## src/rtl/ttl_cen_gen_sync.sv

```systemverilog
// Fractional clock-enable generator: produces a square-wave Cen at
// Clk * Num / (2 * Den) with exact long-term phase, plus registered
// single-cycle rise/fall strobes, a wrapping rise counter and a
// configuration error flag. All outputs come straight from flops.
module ttl_cen_gen_sync #(
  parameter int W     = 16,
  parameter int CNT_W = 16
) (
  input  logic             Clk,
  input  logic             Reset_n,
  input  logic             Run,
  input  logic             Sync_n,
  input  logic [W-1:0]     Num,
  input  logic [W-1:0]     Den,
  output logic             Cen,
  output logic             Cen_rise,
  output logic             Cen_fall,
  output logic [CNT_W-1:0] Rise_cnt,
  output logic             Err
);

  // Clamp the increment to Den so at most one half-period event fires per Clk.
  function automatic logic [W-1:0] eff_inc(input logic [W-1:0] n, input logic [W-1:0] d);
    return (n > d) ? d : n;
  endfunction

  // Reduce an accumulated sum by one modulus; the result always fits in W bits
  // because the increment never exceeds Den.
  function automatic logic [W-1:0] wrap_sub(input logic [W:0] s, input logic [W-1:0] d);
    return W'(s - {1'b0, d});
  endfunction

  logic [W-1:0]     acc_q,  acc_d;
  logic             cen_q,  cen_d;
  logic             rise_q, rise_d;
  logic             fall_q, fall_d;
  logic [CNT_W-1:0] cnt_q,  cnt_d;
  logic             err_q,  err_d;

  logic [W-1:0]     n_eff;
  logic [W:0]       sum;
  logic             half_ev;

  // Phase sum in W+1 bits and half-period event detection.
  always_comb begin
    n_eff   = eff_inc(Num, Den);
    sum     = {1'b0, acc_q} + {1'b0, n_eff};
    half_ev = (Den != '0) && (sum >= {1'b0, Den});
  end

  // Next-state: Sync_n realign beats Run, Run beats stepping; Err always tracks inputs.
  always_comb begin
    acc_d  = acc_q;
    cen_d  = cen_q;
    rise_d = 1'b0;
    fall_d = 1'b0;
    cnt_d  = cnt_q;
    err_d  = (Den == '0) || (Num > Den);
    if (!Sync_n) begin
      acc_d = '0;
      cen_d = 1'b0;
    end else if (Run && (Den != '0)) begin
      if (half_ev) begin
        acc_d  = wrap_sub(sum, Den);
        cen_d  = ~cen_q;
        rise_d = ~cen_q;
        fall_d = cen_q;
        if (!cen_q) begin
          cnt_d = cnt_q + CNT_W'(1);
        end
      end else begin
        acc_d = sum[W-1:0];
      end
    end
  end

  // State register with synchronous active-low reset dominating everything.
  always_ff @(posedge Clk) begin
    if (!Reset_n) begin
      acc_q  <= '0;
      cen_q  <= 1'b0;
      rise_q <= 1'b0;
      fall_q <= 1'b0;
      cnt_q  <= '0;
      err_q  <= 1'b0;
    end else begin
      acc_q  <= acc_d;
      cen_q  <= cen_d;
      rise_q <= rise_d;
      fall_q <= fall_d;
      cnt_q  <= cnt_d;
      err_q  <= err_d;
    end
  end

  assign Cen      = cen_q;
  assign Cen_rise = rise_q;
  assign Cen_fall = fall_q;
  assign Rise_cnt = cnt_q;
  assign Err      = err_q;

endmodule
```

## config.mk

```make
export PLATFORM = sky130hd
export DESIGN_NAME = ttl_cen_gen_sync
export DESIGN_NICKNAME = d
export VERILOG_FILES = /design/src/rtl/ttl_cen_gen_sync.sv
export SDC_FILE = /design/constraint.sdc
export NUM_CORES = 1
export LEC_CHECK = 0
export ABC_AREA = 1
export CAP_MARGIN = 20
export CORE_UTILIZATION = 60
export CTS_CLUSTER_SIZE = 24
export DETAILED_ROUTE_END_ITERATION = 8
export GPL_TIMING_DRIVEN = 0
export PLACE_DENSITY = 0.86
export SLEW_MARGIN = 20
export SYNTH_ARGS = -nofsm -noshare
export SYNTH_HDL_FRONTEND = slang
export SYNTH_SLANG_ARGS = --single-unit
```

## constraint.sdc

```tcl
create_clock -name Clk -period 12.5 [get_ports Clk]
set_input_delay 2.5 -clock Clk [delete_from_list [all_inputs] [get_ports Clk]]
set_output_delay 2.5 -clock Clk [all_outputs]
set_load 0.01 [all_outputs]
```

==> impl_summary.txt, run 1 <==
----------------------------------------------------
[Critical path]
  Critical path startpoint category ... primary input
  Data required time at the worst endpoint ... between 10 and 15 ns
  Most numerous cell on the critical path ... nand2_1
  Endpoint class of the critical path ... flop
  Critical path buffer and inverter count ... 8
  Arrival @ worst endpoint ... 8.87 ns
  Master of the slowest instance on the critical path ... clkdlybuf4s50_1
  Category of the most critical setup path ... in -> reg
  Top fanout value on the critical path ... 10
  Delay contributed by the slowest stage of the critical path ... 0.53 ns
  Gate family responsible for the most delay along the worst path ... simple AND/OR/NAND/NOR gates

[STA]
  Total Neg Setup Slack ... 0 ns
  Transition at the pin with the smallest max-transition slack ... 0.6695 ns
  Final cycle utilization of the critical path ... 69.67%
  Headroom to the max-slew limit ... 55.37%
  Final period demand of the worst path ... 8.709 ns
  Number of max-slew violations in the final report ... 0
  Endpoints failing hold ... 0
  RSZ-0062 raised after global routing ... false
  Fmax achieved ... 0.1148 GHz
  Final setup violating endpoints ... 0
  Clock tree skew after final layout ... between 0.01 and 0.015 ns

[Cells and area]
  Fill cells ... between 600 and 700
  Inserted Diodes ... 0
  Final std cell area, no fill ... 5072 µm²
  Share of final-layout standard cells stronger than drive strength 1 ... approximately 9.0%
  Area of the multi-input gates ... 3167 µm²
  Final-stage net count ... slightly above 800
  Area used by sequential logic in the layout ... 720.7 µm²
  Area growth, synth to finish ... 17.30%

[Synthesis]
  Netlist cell types ... between 40 and 50
  Number of cells produced by synthesis ... 660
  Dominant cells by area after synthesis ... dfxtp_1 (17%), ha_1 (14%), nand2_1 (14%)
  Most used DFF post-synth ... dfxtp_1
  Area fraction of the dominant cell type after synthesis ... 16.67%
  Syn Area/Cell ... approximately 6.6 µm²
  Synth area leader ... dfxtp_1
  Count of flip-flops with a built-in enable after synthesis ... 0
  Summed instance area of the synthesized netlist ... 4324 µm²
  Share of synthesized registers carrying an async set or reset ... 0%
  Register area share after synthesis ... 16.67%
  Synthesis-stage register bit count ... 36
  Number of warnings reported in the yosys synthesis log ... 0
  Net count after synthesis ... 748
  Most frequent cell after synthesis ... nand2_1
  Top post-synthesis cells by count ... nand2_1 (161), inv_1 (84), ha_1 (50), a21oi_1 (46), nand3_1 (41)

[Pwr]
  Pwr per Cell Area ... 139.0 nW/µm²
  Static leakage ... 0.002396 µW
  Internal power ... 341.2 µW
  Switching Fraction ... 51.61%
  Switching pwr ... 364.0 µW
  Proportion of power drawn by flip-flops and latches ... 18.5%
  Share of power burned in the clock network ... 12.1%
  Maximum resistive drop on vdd ... 0.0001039 V
  Combinational share of power ... 69.4%

[Placed design]
  Post-DP HPWL ... 10,700 µm
  Placer's final routability congestion estimate ... 1.020
  Area after detailed placement ... about 5000 µm²
  Count of buffers from port buffering ... 54

[Floorplan]
  Floorplan die height ... 86.90 µm
  Total core area ... 6869 µm²
  Number of primary I/O pins ... 56
  Total die area ... around 7600 µm²
  Chip width ... between 80 and 90 µm
  Starting Density ... 62.95%
  Total number of placement rows ... 30

[Routing]
  Detailed Route Iter0 Violations ... 340
  Wire length per cell after detailed routing ... approximately 16 µm
  Total via count in the routed design ... roughly 4,800
  Wire length the detailed router placed on met1 ... roughly 5600 µm
  Final WL ... 13,110 µm
  Antenna-violating nets left ... 0
  Top Metal Used ... met4
  Routed via count divided by cell count ... 5.867
  Met3 layer wire length in the routed design ... 1062 µm
  Remaining DRCs ... 0
  Pre-antenna DRT Iters ... 5
  Detail Route met2 WL ... around 6100 µm

[Clock tree]
  Number of buffers inserted by hold repair at cts ... 0
  Clock tree from TritonCTS ... yes
  Clk buf depth ... 2
  Gates resized, CTS repair ... 0
  Worst skew pair latency ... ~0.3 ns
  CTS Root Cell ... clkbuf_8
  Clock Sinks ... 36
  Number of buffers created by CTS ... 5
  Reg clk slew, reported paths ... ~0.08 ns
  Post-CTS setup-driven buffer insertion count ... 0
  CTS H-Tree Depth ... 2

[Global route]
  Maximum number of pins on one net before global-route repair ... 13
  Via count of the first global-routing pass ... 4,567
  Global-route wire length before repair ... around 21,000 µm
  Overall Global Routing Usage ... between 30 and 40%
  Number of antenna violations at the first check in global routing ... 0
  Remaining global-route overflow ... 0

[Job]
  Maxcap violations ... 0

[Status]
  Result of the run ... complete, no violations

[Min path]
  Worst hold path class ... reg -> reg

----------------------------------------------------
[worst paths after layout]
path / start / end / slack (ns) / cells after the start
max: Den[13] / Rise_cnt[15]$_SDFFE_PN0P_ / 3.79 / 34
min: acc_q[2]$_SDFFE_PN0P_ / acc_q[2]$_SDFFE_PN0P_ / 0.48 / 2
max reg2reg: acc_q[0]$_SDFFE_PN0P_ / Rise_cnt[15]$_SDFFE_PN0P_ / 8.46 / 24
min reg2reg: acc_q[2]$_SDFFE_PN0P_ / acc_q[2]$_SDFFE_PN0P_ / 0.48 / 2
[logic make-up after synthesis]
group,synth area share (%)
xor+xnor,7.494
buf+inv,10.10
simple gates,35.97
flops,16.67
compound gates,14.38
fa+ha+maj,15.39
[final cells by class]
cell class                 instances  share of cell area [%]
buffer                            17                   1.949
clock buffer                       5                   1.357
clock inverter                     3                  0.3700
inverter                          90                   6.660
multi-input combinational        517                   62.43
sequential                        36                   14.21
tap                               96                   2.368
timing repair buffer              54                   10.66
[power groups by stage]
stage	Combinational, µW	Sequential (µW)	Clock, µW
2_1_floorplan	360	132	0
5_1_grt	537	131	90.0
3_5_place_dp	473	133	0
3_3_place_gp	462	133	0
4_1_cts	478	130	85.4
6_report	489	131	85.1
[routing by layer]
metal	vias to the layer above	track usage (%)
li1	2328	-
met1	2240	46.49
met2	198	61.20
met3	33	6.919
met4	0	12.58
met5	-	0
[worst register-to-register path: cells and delay by family, from the launching register on]
| family | cells | cell delay, ns |
|---|---|---|
| AO/OA/AOI/OAI | 2 | 0.17 |
| XOR/XNOR | 1 | 0.30 |
| adder cells (fa/ha/maj) | 3 | 1.00 |
| buffers and inverters | 5 | 0.51 |
| flip-flops | 1 | 0.34 |
| AND/OR/NAND/NOR | 13 | 1.58 |
[registers in the layout, indices dropped and copies added (netlist names)]
name,cells
Cen_rise,1
Cen_fall,1
Cen,1
acc_q,16
Rise_cnt,16
Err,1
[metrics by stage]
stage / std cells / utilization [%] / hold WS [ns] / setup WS, ns / total power [µW]
floorplan: 660 / - / 0.4488 / 5.678 / 492.0
global placement: 810 / 72.57 / 0.4610 / 3.890 / 594.9
detailed placement: 810 / 72.57 / 0.4653 / 3.699 / 606.4
CTS: 818 / 73.84 / 0.4764 / 3.997 / 693.4
global route: 818 / 73.84 / 0.4949 / 3.623 / 758.7
finish: 818 / 73.84 / 0.4810 / 3.791 / 705.2
[layout by cell type, fill, tap and decap left out, types with 3 or more instances in the layout]
| cell | netlist | layout |
|---|---|---|
| nand3b_1 | 3 | 3 |
| nand4_1 | 35 | 35 |
| clkbuf_8 | 0 | 5 |
| nor3_1 | 4 | 4 |
| ha_1 | 50 | 50 |
| buf_2 | 3 | 3 |
| nor4_1 | 7 | 7 |
| clkbuf_1 | 11 | 11 |
| nand3_1 | 41 | 41 |
| inv_2 | 4 | 4 |
| a21oi_2 | 10 | 10 |
| dfxtp_1 | 36 | 36 |
| o21ai_0 | 28 | 28 |
| inv_1 | 84 | 84 |
| a21oi_1 | 46 | 46 |
| nand2_2 | 12 | 12 |
| a21o_1 | 3 | 3 |
| nand2_1 | 161 | 161 |
| xor2_1 | 21 | 21 |
| a21boi_0 | 3 | 3 |
| o21bai_1 | 3 | 3 |
| xnor2_1 | 16 | 16 |
| nor2_2 | 9 | 9 |
| o211ai_1 | 3 | 3 |
| clkdlybuf4s50_1 | 0 | 54 |
| nor2_1 | 40 | 40 |
Power figures use the tool's default switching activity.
==> inputs of run 2 (changes only) <==
- CORE_UTILIZATION: 60 -> 52
- PLACE_DENSITY: 0.86 -> 0.79
- clock period: 12.5 -> 7.5 ns (I/O delays scaled with it)
==> run 2 against run 1 <==
  * Clock skew decreased by 0.0011 ns
  * Via count shrank 2.2%
  * Highest routed layer unchanged
  * Combinational power rose by 66%
  * Design area up 0.57%
  * Worst hold slack worse by 0.0043 ns
  * First-iteration DRC count increased by 1.2%
  * Critical path depth shrank 2
  * Critical path type unchanged
  * Register-to-register slack lost 4.8 ns
  * Wire length decreased by 3.5%
==> impl_summary.txt, run 2 (synthesized netlist as in run 1, its figures left out) <==
----------------------------------------------------
[Status]
  Result of the run ... complete, no violations

[Global route]
  Maximum number of pins on one net before global-route repair ... 13 (unchanged)
  Global-route wire length before repair ... 20,920 µm (-1.8%)
  Via count of the first global-routing pass ... 4,381 (-4.1%)
  Remaining global-route overflow ... 0 (unchanged)
  Number of antenna violations at the first check in global routing ... 0 (unchanged)
  Overall Global Routing Usage ... 30.42% (-6.0 points)

[Floorplan]
  Chip width ... 93.19 µm (+7.2%)
  Total core area ... 7888 µm² (+15%)
  Total die area ... 8684 µm² (+15%)
  Total number of placement rows ... 32 (+6.7%)
  Number of primary I/O pins ... 56 (unchanged)
  Floorplan die height ... 93.19 µm (+7.2%)
  Starting Density ... 54.82% (-8.1 points)

[Clock tree]
  CTS Root Cell ... clkbuf_8
  Number of buffers inserted by hold repair at cts ... 0 (unchanged)
  CTS H-Tree Depth ... 2 (unchanged)
  Clk buf depth ... 2 (unchanged)
  Clock tree from TritonCTS ... yes
  Worst skew pair latency ... 0.29 ns (about the same)
  Number of buffers created by CTS ... 5 (unchanged)
  Post-CTS setup-driven buffer insertion count ... 0 (unchanged)
  Gates resized, CTS repair ... 0 (unchanged)
  Clock Sinks ... 36 (unchanged)
  Reg clk slew, reported paths ... 0.07 ns (about the same)

[Routing]
  Remaining DRCs ... 0 (unchanged)
  Wire length per cell after detailed routing ... 15.35 µm (-4.2%)
  Antenna-violating nets left ... 0 (unchanged)
  Pre-antenna DRT Iters ... 5 (unchanged)
  Detailed Route Iter0 Violations ... 344 (+1.2%)
  Routed via count divided by cell count ... 5.694 (-2.9%)
  Final WL ... 12,650 µm (-3.5%)
  Total via count in the routed design ... 4,692 (-2.2%)

[Pwr]
  Combinational share of power ... 69.3% (about the same)
  Switching pwr ... 598.1 µW (+64%)
  Proportion of power drawn by flip-flops and latches ... 18.6% (about the same)
  Switching Fraction ... 51.21% (-0.40 points)
  Maximum resistive drop on vdd ... 0.0001615 V (+55%)
  Static leakage ... 0.002403 µW (+0.29%)
  Share of power burned in the clock network ... 12.1% (about the same)
  Internal power ... 569.8 µW (+67%)
  Pwr per Cell Area ... 228.9 nW/µm² (+65%)

[Min path]
  Min-Delay Endpoint ... acc_q[0]$_SDFFE_PN0P_
  Worst hold path class ... reg -> reg
  Startpoint of the lowest-slack hold path ... acc_q[0]$_SDFFE_PN0P_
  Number of stages on the worst hold path ... 2 (unchanged)

[Critical path]
  Master of the slowest instance on the critical path ... clkdlybuf4s50_1
  Critical path startpoint category ... primary input
  Endpoint class of the critical path ... flop
  Most numerous cell on the critical path ... nand2_1
  Delay contributed by the slowest stage of the critical path ... 0.55 ns (+0.02 ns)
  RR Startpoint ... acc_q[0]$_SDFFE_PN0P_
  Data required time at the worst endpoint ... 7.65 ns (-5.01 ns)
  Worst reg2reg endpoint ... acc_q[5]$_SDFFE_PN0P_
  Category of the most critical setup path ... in -> reg
  Setup slack of the worst register-to-register path ... 3.62 ns (-4.84 ns)
  Worst Reg2Reg Path Length in Cells ... 22 (-8.3%)
  Top fanout value on the critical path ... 10 (unchanged)
  Arrival @ worst endpoint ... 7.24 ns (-1.63 ns)

[STA]
  RSZ-0062 raised after global routing ... false
  Headroom to the max-slew limit ... 54.70% (-0.67 points)
  Final cycle utilization of the critical path ... between 90% and 100%
  Transition at the pin with the smallest max-transition slack ... 0.6795 ns (+0.009992 ns)
  Fmax achieved ... 0.1412 GHz
  Clock tree skew after final layout ... 0.01021 ns (-0.001092 ns)
  Number of max-slew violations in the final report ... 0 (unchanged)
  Endpoints failing hold ... 0 (unchanged)
  Final setup violating endpoints ... 0 (unchanged)
  Final period demand of the worst path ... 7.081 ns
  Final Hold Slack ... 0.4766 ns (-0.004338 ns)

[Cells and area]
  Fill cells ... 722 (+20%)
  Leading cell type in the layout, fill and taps excluded ... nand2_1
  Area used by sequential logic in the layout ... 720.7 µm² (unchanged)
  Area growth, synth to finish ... 17.97%
  Inserted Diodes ... 0 (unchanged)
  Area of the multi-input gates ... 3187 µm² (+0.63%)
  Number of cells in the finished layout apart from fillers ... 824 (+0.73%)
  Most used cells in the layout excluding fill and tap cells ... nand2_1 (160), inv_1 (84), clkdlybuf4s50_1 (54)
  Share of final-layout standard cells stronger than drive strength 1 ... 9.557% (+0.55 points)
  Final-stage net count ... 809 (unchanged)

[Placed design]
  Placer's final routability congestion estimate ... 0.9616 (-5.7%)
  Count of buffers from port buffering ... 54 (unchanged)
  Post-DP HPWL ... 10,600 µm (-0.91%)
  Cell total after placement ... 816 (+0.74%)

[Job]
  Maxcap violations ... 0 (unchanged)

----------------------------------------------------
run 2: cell type report:
type / instances / area share, %
repair buffers: 54 / 10.60
well taps: 102 / 2.502
plain buffers: 17 / 1.962
inverters: 90 / 6.623
multi-input cells: 517 / 62.47
flip-flops and latches: 36 / 14.13
clock buffers: 5 / 1.349
clock inverters: 3 / 0.3679
run 2: how the worst max path moves through the flow:
stage | startpoint | to | slack, ns | cells after the start
2_1_floorplan | Den[15] | Rise_cnt[9]$_SDFFE_PN0P_ | 1.68 | 33
3_3_place_gp | Den[13] | Rise_cnt[11]$_SDFFE_PN0P_ | -0.15 | 34
3_5_place_dp | Den[13] | Rise_cnt[12]$_SDFFE_PN0P_ | -0.25 | 32
4_1_cts | Den[13] | Rise_cnt[12]$_SDFFE_PN0P_ | 0.03 | 32
5_1_grt | Den[3] | Rise_cnt[14]$_SDFFE_PN0P_ | 0.01 | 39
6_report | Den[13] | acc_q[5]$_SDFFE_PN0P_ | 0.42 | 32
run 2: power groups by stage:
stage / Clock (µW) / Sequential [µW] / Combinational, µW
detailed placement: 0 / 221 / 784
global placement: 0 / 221 / 768
finish: 141 / 217 / 810
floorplan: 0 / 219 / 601
CTS: 140 / 216 / 789
global route: 150 / 219 / 896
run 2: critical path: cells and delay by family:
family / cells / cell delay (ns)
buf+inv: 7 / 1.37
compound gates: 4 / 0.65
simple gates: 16 / 2.19
xor+xnor: 1 / 0.24
fa+ha+maj: 4 / 1.26
run 2: metrics by stage:
step | setup WS (ns) | instance area (µm²) | TNS (ns) | total power, µW | utilization, %
floorplan | 1.678 | 4324 | 0 | 820.1 | -
global placement | -0.1468 | 4992 | -2.341 | 989.0 | 63.29
detailed placement | -0.2469 | 4992 | -5.629 | 1004 | 63.29
CTS | 0.03315 | 5080 | 0 | 1146 | 64.40
global route | 0.01191 | 5101 | 0 | 1264 | 64.67
finish | 0.4190 | 5101 | 0 | 1168 | 64.67
run 2: routing by layer:
layer	GRT usage [%]	up-vias	wire length (µm)
li1	-	2322	-
met1	42.54	2147	5764
met2	48.59	198	5617
met5	0	-	0
met3	3.740	25	998
met4	9.231	0	265
==> inputs of run 3 (changes only) <==
- CORE_UTILIZATION: 52 -> 57
- PLACE_DENSITY: 0.79 -> 0.82
- clock period: 7.5 -> 7 ns (I/O delays scaled with it)
==> run 3 against run 2 <==
  * First-iteration DRC count up 7.0%
  * Sequential share of layout area down 0.22 points
  * Wire length up 2.7%
  * Total power up 10%
  * Worst hold slack worse by 0.00076 ns
  * Critical path depth down 1
  * Sequential power up 7%
  * Clock skew about the same
  * Worst setup slack worse by 0.10 ns
  * Design area up 1.5%
==> impl_summary.txt, run 3 (synthesized netlist as in run 1, its figures left out) <==
----------------------------------------------------
[Routing]
  Antenna-violating nets left ... 0 (unchanged)
  Detailed Route Iter0 Violations ... 368 (+7.0%)
  Routed via count divided by cell count ... 5.714 (+0.34%)
  Final WL ... 12,980 µm (+2.7%)
  Total via count in the routed design ... 4,708 (+0.34%)
  Remaining DRCs ... 0 (unchanged)
  Pre-antenna DRT Iters ... 5 (unchanged)
  Wire length per cell after detailed routing ... 15.75 µm (+2.7%)

[Cells and area]
  Post-Route Utilization ... 71.04% (+6.4 points)
  Most used cells in the layout excluding fill and tap cells ... nand2_1 (160), inv_1 (84), clkdlybuf4s50_1 (54)
  Share of final-layout standard cells stronger than drive strength 1 ... 10.90% (+1.3 points)
  Number of cells in the finished layout apart from fillers ... 824 (unchanged)
  Final-stage net count ... 812 (+0.37%)
  Leading cell type in the layout, fill and taps excluded ... nand2_1
  Inserted Diodes ... 0 (unchanged)
  Final std cell area, no fill ... 5180 µm² (+1.5%)
  Fill cells ... 631 (-13%)
  Area growth, synth to finish ... 19.79%

[STA]
  Final setup violating endpoints ... 0 (unchanged)
  Total Neg Setup Slack ... 0 ns (unchanged)
  Post-layout worst setup margin ... 0.3183 ns (-0.1007 ns)
  Endpoints failing hold ... 0 (unchanged)
  Fmax achieved ... about 0.15 GHz
  Number of max-slew violations in the final report ... 0 (unchanged)
  Final cycle utilization of the critical path ... between 90 and 100%
  Headroom to the max-slew limit ... 55.28% (+0.58 points)
  RSZ-0062 raised after global routing ... false
  Final period demand of the worst path ... around 6.7 ns
  Clock tree skew after final layout ... 0.009781 ns (-0.0004283 ns)
  Transition at the pin with the smallest max-transition slack ... 0.6707 ns (-0.008735 ns)

[Job]
  Maxcap violations ... 0 (unchanged)

[Pwr]
  Combinational share of power ... 69.3% (about the same)
  Share of power burned in the clock network ... 12.6% (+0.5 points)
  Pwr per Cell Area ... 248.8 nW/µm² (+8.7%)
  Switching Fraction ... 50.72% (-0.49 points)
  Internal power ... 635.0 µW (+11%)
  Static leakage ... 0.002426 µW (+0.93%)
  Switching pwr ... 653.6 µW (+9.3%)
  Proportion of power drawn by flip-flops and latches ... 18.1% (-0.5 points)
  Maximum resistive drop on vdd ... 0.0001999 V (+24%)

[Clock tree]
  Clk buf depth ... 2 (unchanged)
  Clock Sinks ... 36 (unchanged)
  Clock tree from TritonCTS ... yes
  Number of buffers created by CTS ... 5 (unchanged)
  CTS Root Cell ... clkbuf_8
  Reg clk slew, reported paths ... 0.07 ns (about the same)
  Number of buffers inserted by hold repair at cts ... 0 (unchanged)
  CTS H-Tree Depth ... 2 (unchanged)
  Worst skew pair latency ... 0.30 ns (about the same)

[Critical path]
  Delay contributed by the slowest stage of the critical path ... 0.54 ns (about the same)
  Master of the slowest instance on the critical path ... clkdlybuf4s50_1
  Data required time at the worst endpoint ... 7.17 ns (-0.48 ns)
  Endpoint class of the critical path ... flop
  Category of the most critical setup path ... in -> reg
  Critical path startpoint category ... primary input
  Most numerous cell on the critical path ... nand2_1
  Top fanout value on the critical path ... 10 (unchanged)
  Arrival @ worst endpoint ... 6.85 ns (-0.39 ns)

[Placed design]
  Count of buffers from port buffering ... 54 (unchanged)
  Post-DP HPWL ... 10,660 µm (+0.51%)
  Area after detailed placement ... 4989 µm² (about the same)
  Placement-stage worst setup slack ... -0.7322 ns (-0.4852 ns)
  Cell total after placement ... 813 (-0.37%)
  Placer's final routability congestion estimate ... 0.9787 (+1.8%)

[Global route]
  Via count of the first global-routing pass ... 4,249 (-3.0%)
  Maximum number of pins on one net before global-route repair ... 12 (-1)
  Number of antenna violations at the first check in global routing ... 0 (unchanged)
  Overall Global Routing Usage ... 33.70% (+3.3 points)
  Global-route wire length before repair ... 20,420 µm (-2.4%)
  Remaining global-route overflow ... 0 (unchanged)

[Floorplan]
  Number of primary I/O pins ... 56 (unchanged)
  Chip width ... 89.10 µm (-4.4%)
  Total die area ... 7939 µm² (-8.6%)
  Floorplan die height ... 89.10 µm (-4.4%)
  Starting Density ... 59.30% (+4.5 points)
  Total core area ... 7292 µm² (-7.6%)
  Total number of placement rows ... 31 (-3.1%)

[Status]
  Result of the run ... complete, no violations

[Min path]
  Worst hold path class ... reg -> reg

----------------------------------------------------
## run 3: cell count changes in the layout (fill, tap and decap cells not counted), moves of 2 or more
cell	delta
buf_4	+4
a21oi_1	-2
a21oi_2	+2
clkinv_2	-2
ha_4	+2
## run 3: what timing repair did
item | CTS | global route
gates resized for setup | 4 | 17
pin swaps | 0 | 6
setup endpoints to repair | 35 | 35
buffers inserted | 0 | 3
hold endpoints to repair | 0 | 0
## run 3: power groups by stage
stage	Clock, µW	Sequential, µW	Combinational, µW
finish	162	233	893
global placement	0	237	820
CTS	165	233	850
detailed placement	0	237	843
floorplan	0	235	644
global route	173	235	982
## run 3: stage by stage
step	total power [µW]	hold WS, ns
final	1289	0.4759
after CTS	1248	0.4775
after global routing	1390	0.4915
after detailed placement	1080	0.4670
after global placement	1057	0.4639
after floorplan	878.6	0.4488
## run 3: critical path: cells and delay by family
family                   cells  cell delay [ns]
AND/OR/NAND/NOR             15             2.01
buffers and inverters        7             1.24
XOR/XNOR                     1             0.32
adder cells (fa/ha/maj)      4             1.22
AO/OA/AOI/OAI                4             0.66
## run 3: area by class of cell
class                   count  area [µm²]  area share [%]
well taps                  99       123.9           2.391
clock inverters             1       7.507          0.1449
clock buffers               7       86.33           1.667
repair buffers             57       563.0           10.87
inverters                  90       337.8           6.522
multi-input cells         517        3236           62.46
plain buffers              17       105.1           2.029
flip-flops and latches     36       720.7           13.91
## run 3: worst paths after layout
path	cells past startpoint	end	slack, ns	start
max	31	acc_q[7]$_SDFFE_PN0P_	0.32	Den[13]
min	2	acc_q[0]$_SDFFE_PN0P_	0.48	acc_q[0]$_SDFFE_PN0P_
max reg2reg	21	acc_q[7]$_SDFFE_PN0P_	3.21	acc_q[0]$_SDFFE_PN0P_
min reg2reg	2	acc_q[0]$_SDFFE_PN0P_	0.48	acc_q[0]$_SDFFE_PN0P_
## run 3: per-layer routing
metal | GRT usage [%] | part of all wire, %
met5 | 0 | 0
met4 | 10.53 | 2.8
met3 | 6.556 | 8.5
met2 | 56.28 | 46
met1 | 43.86 | 42
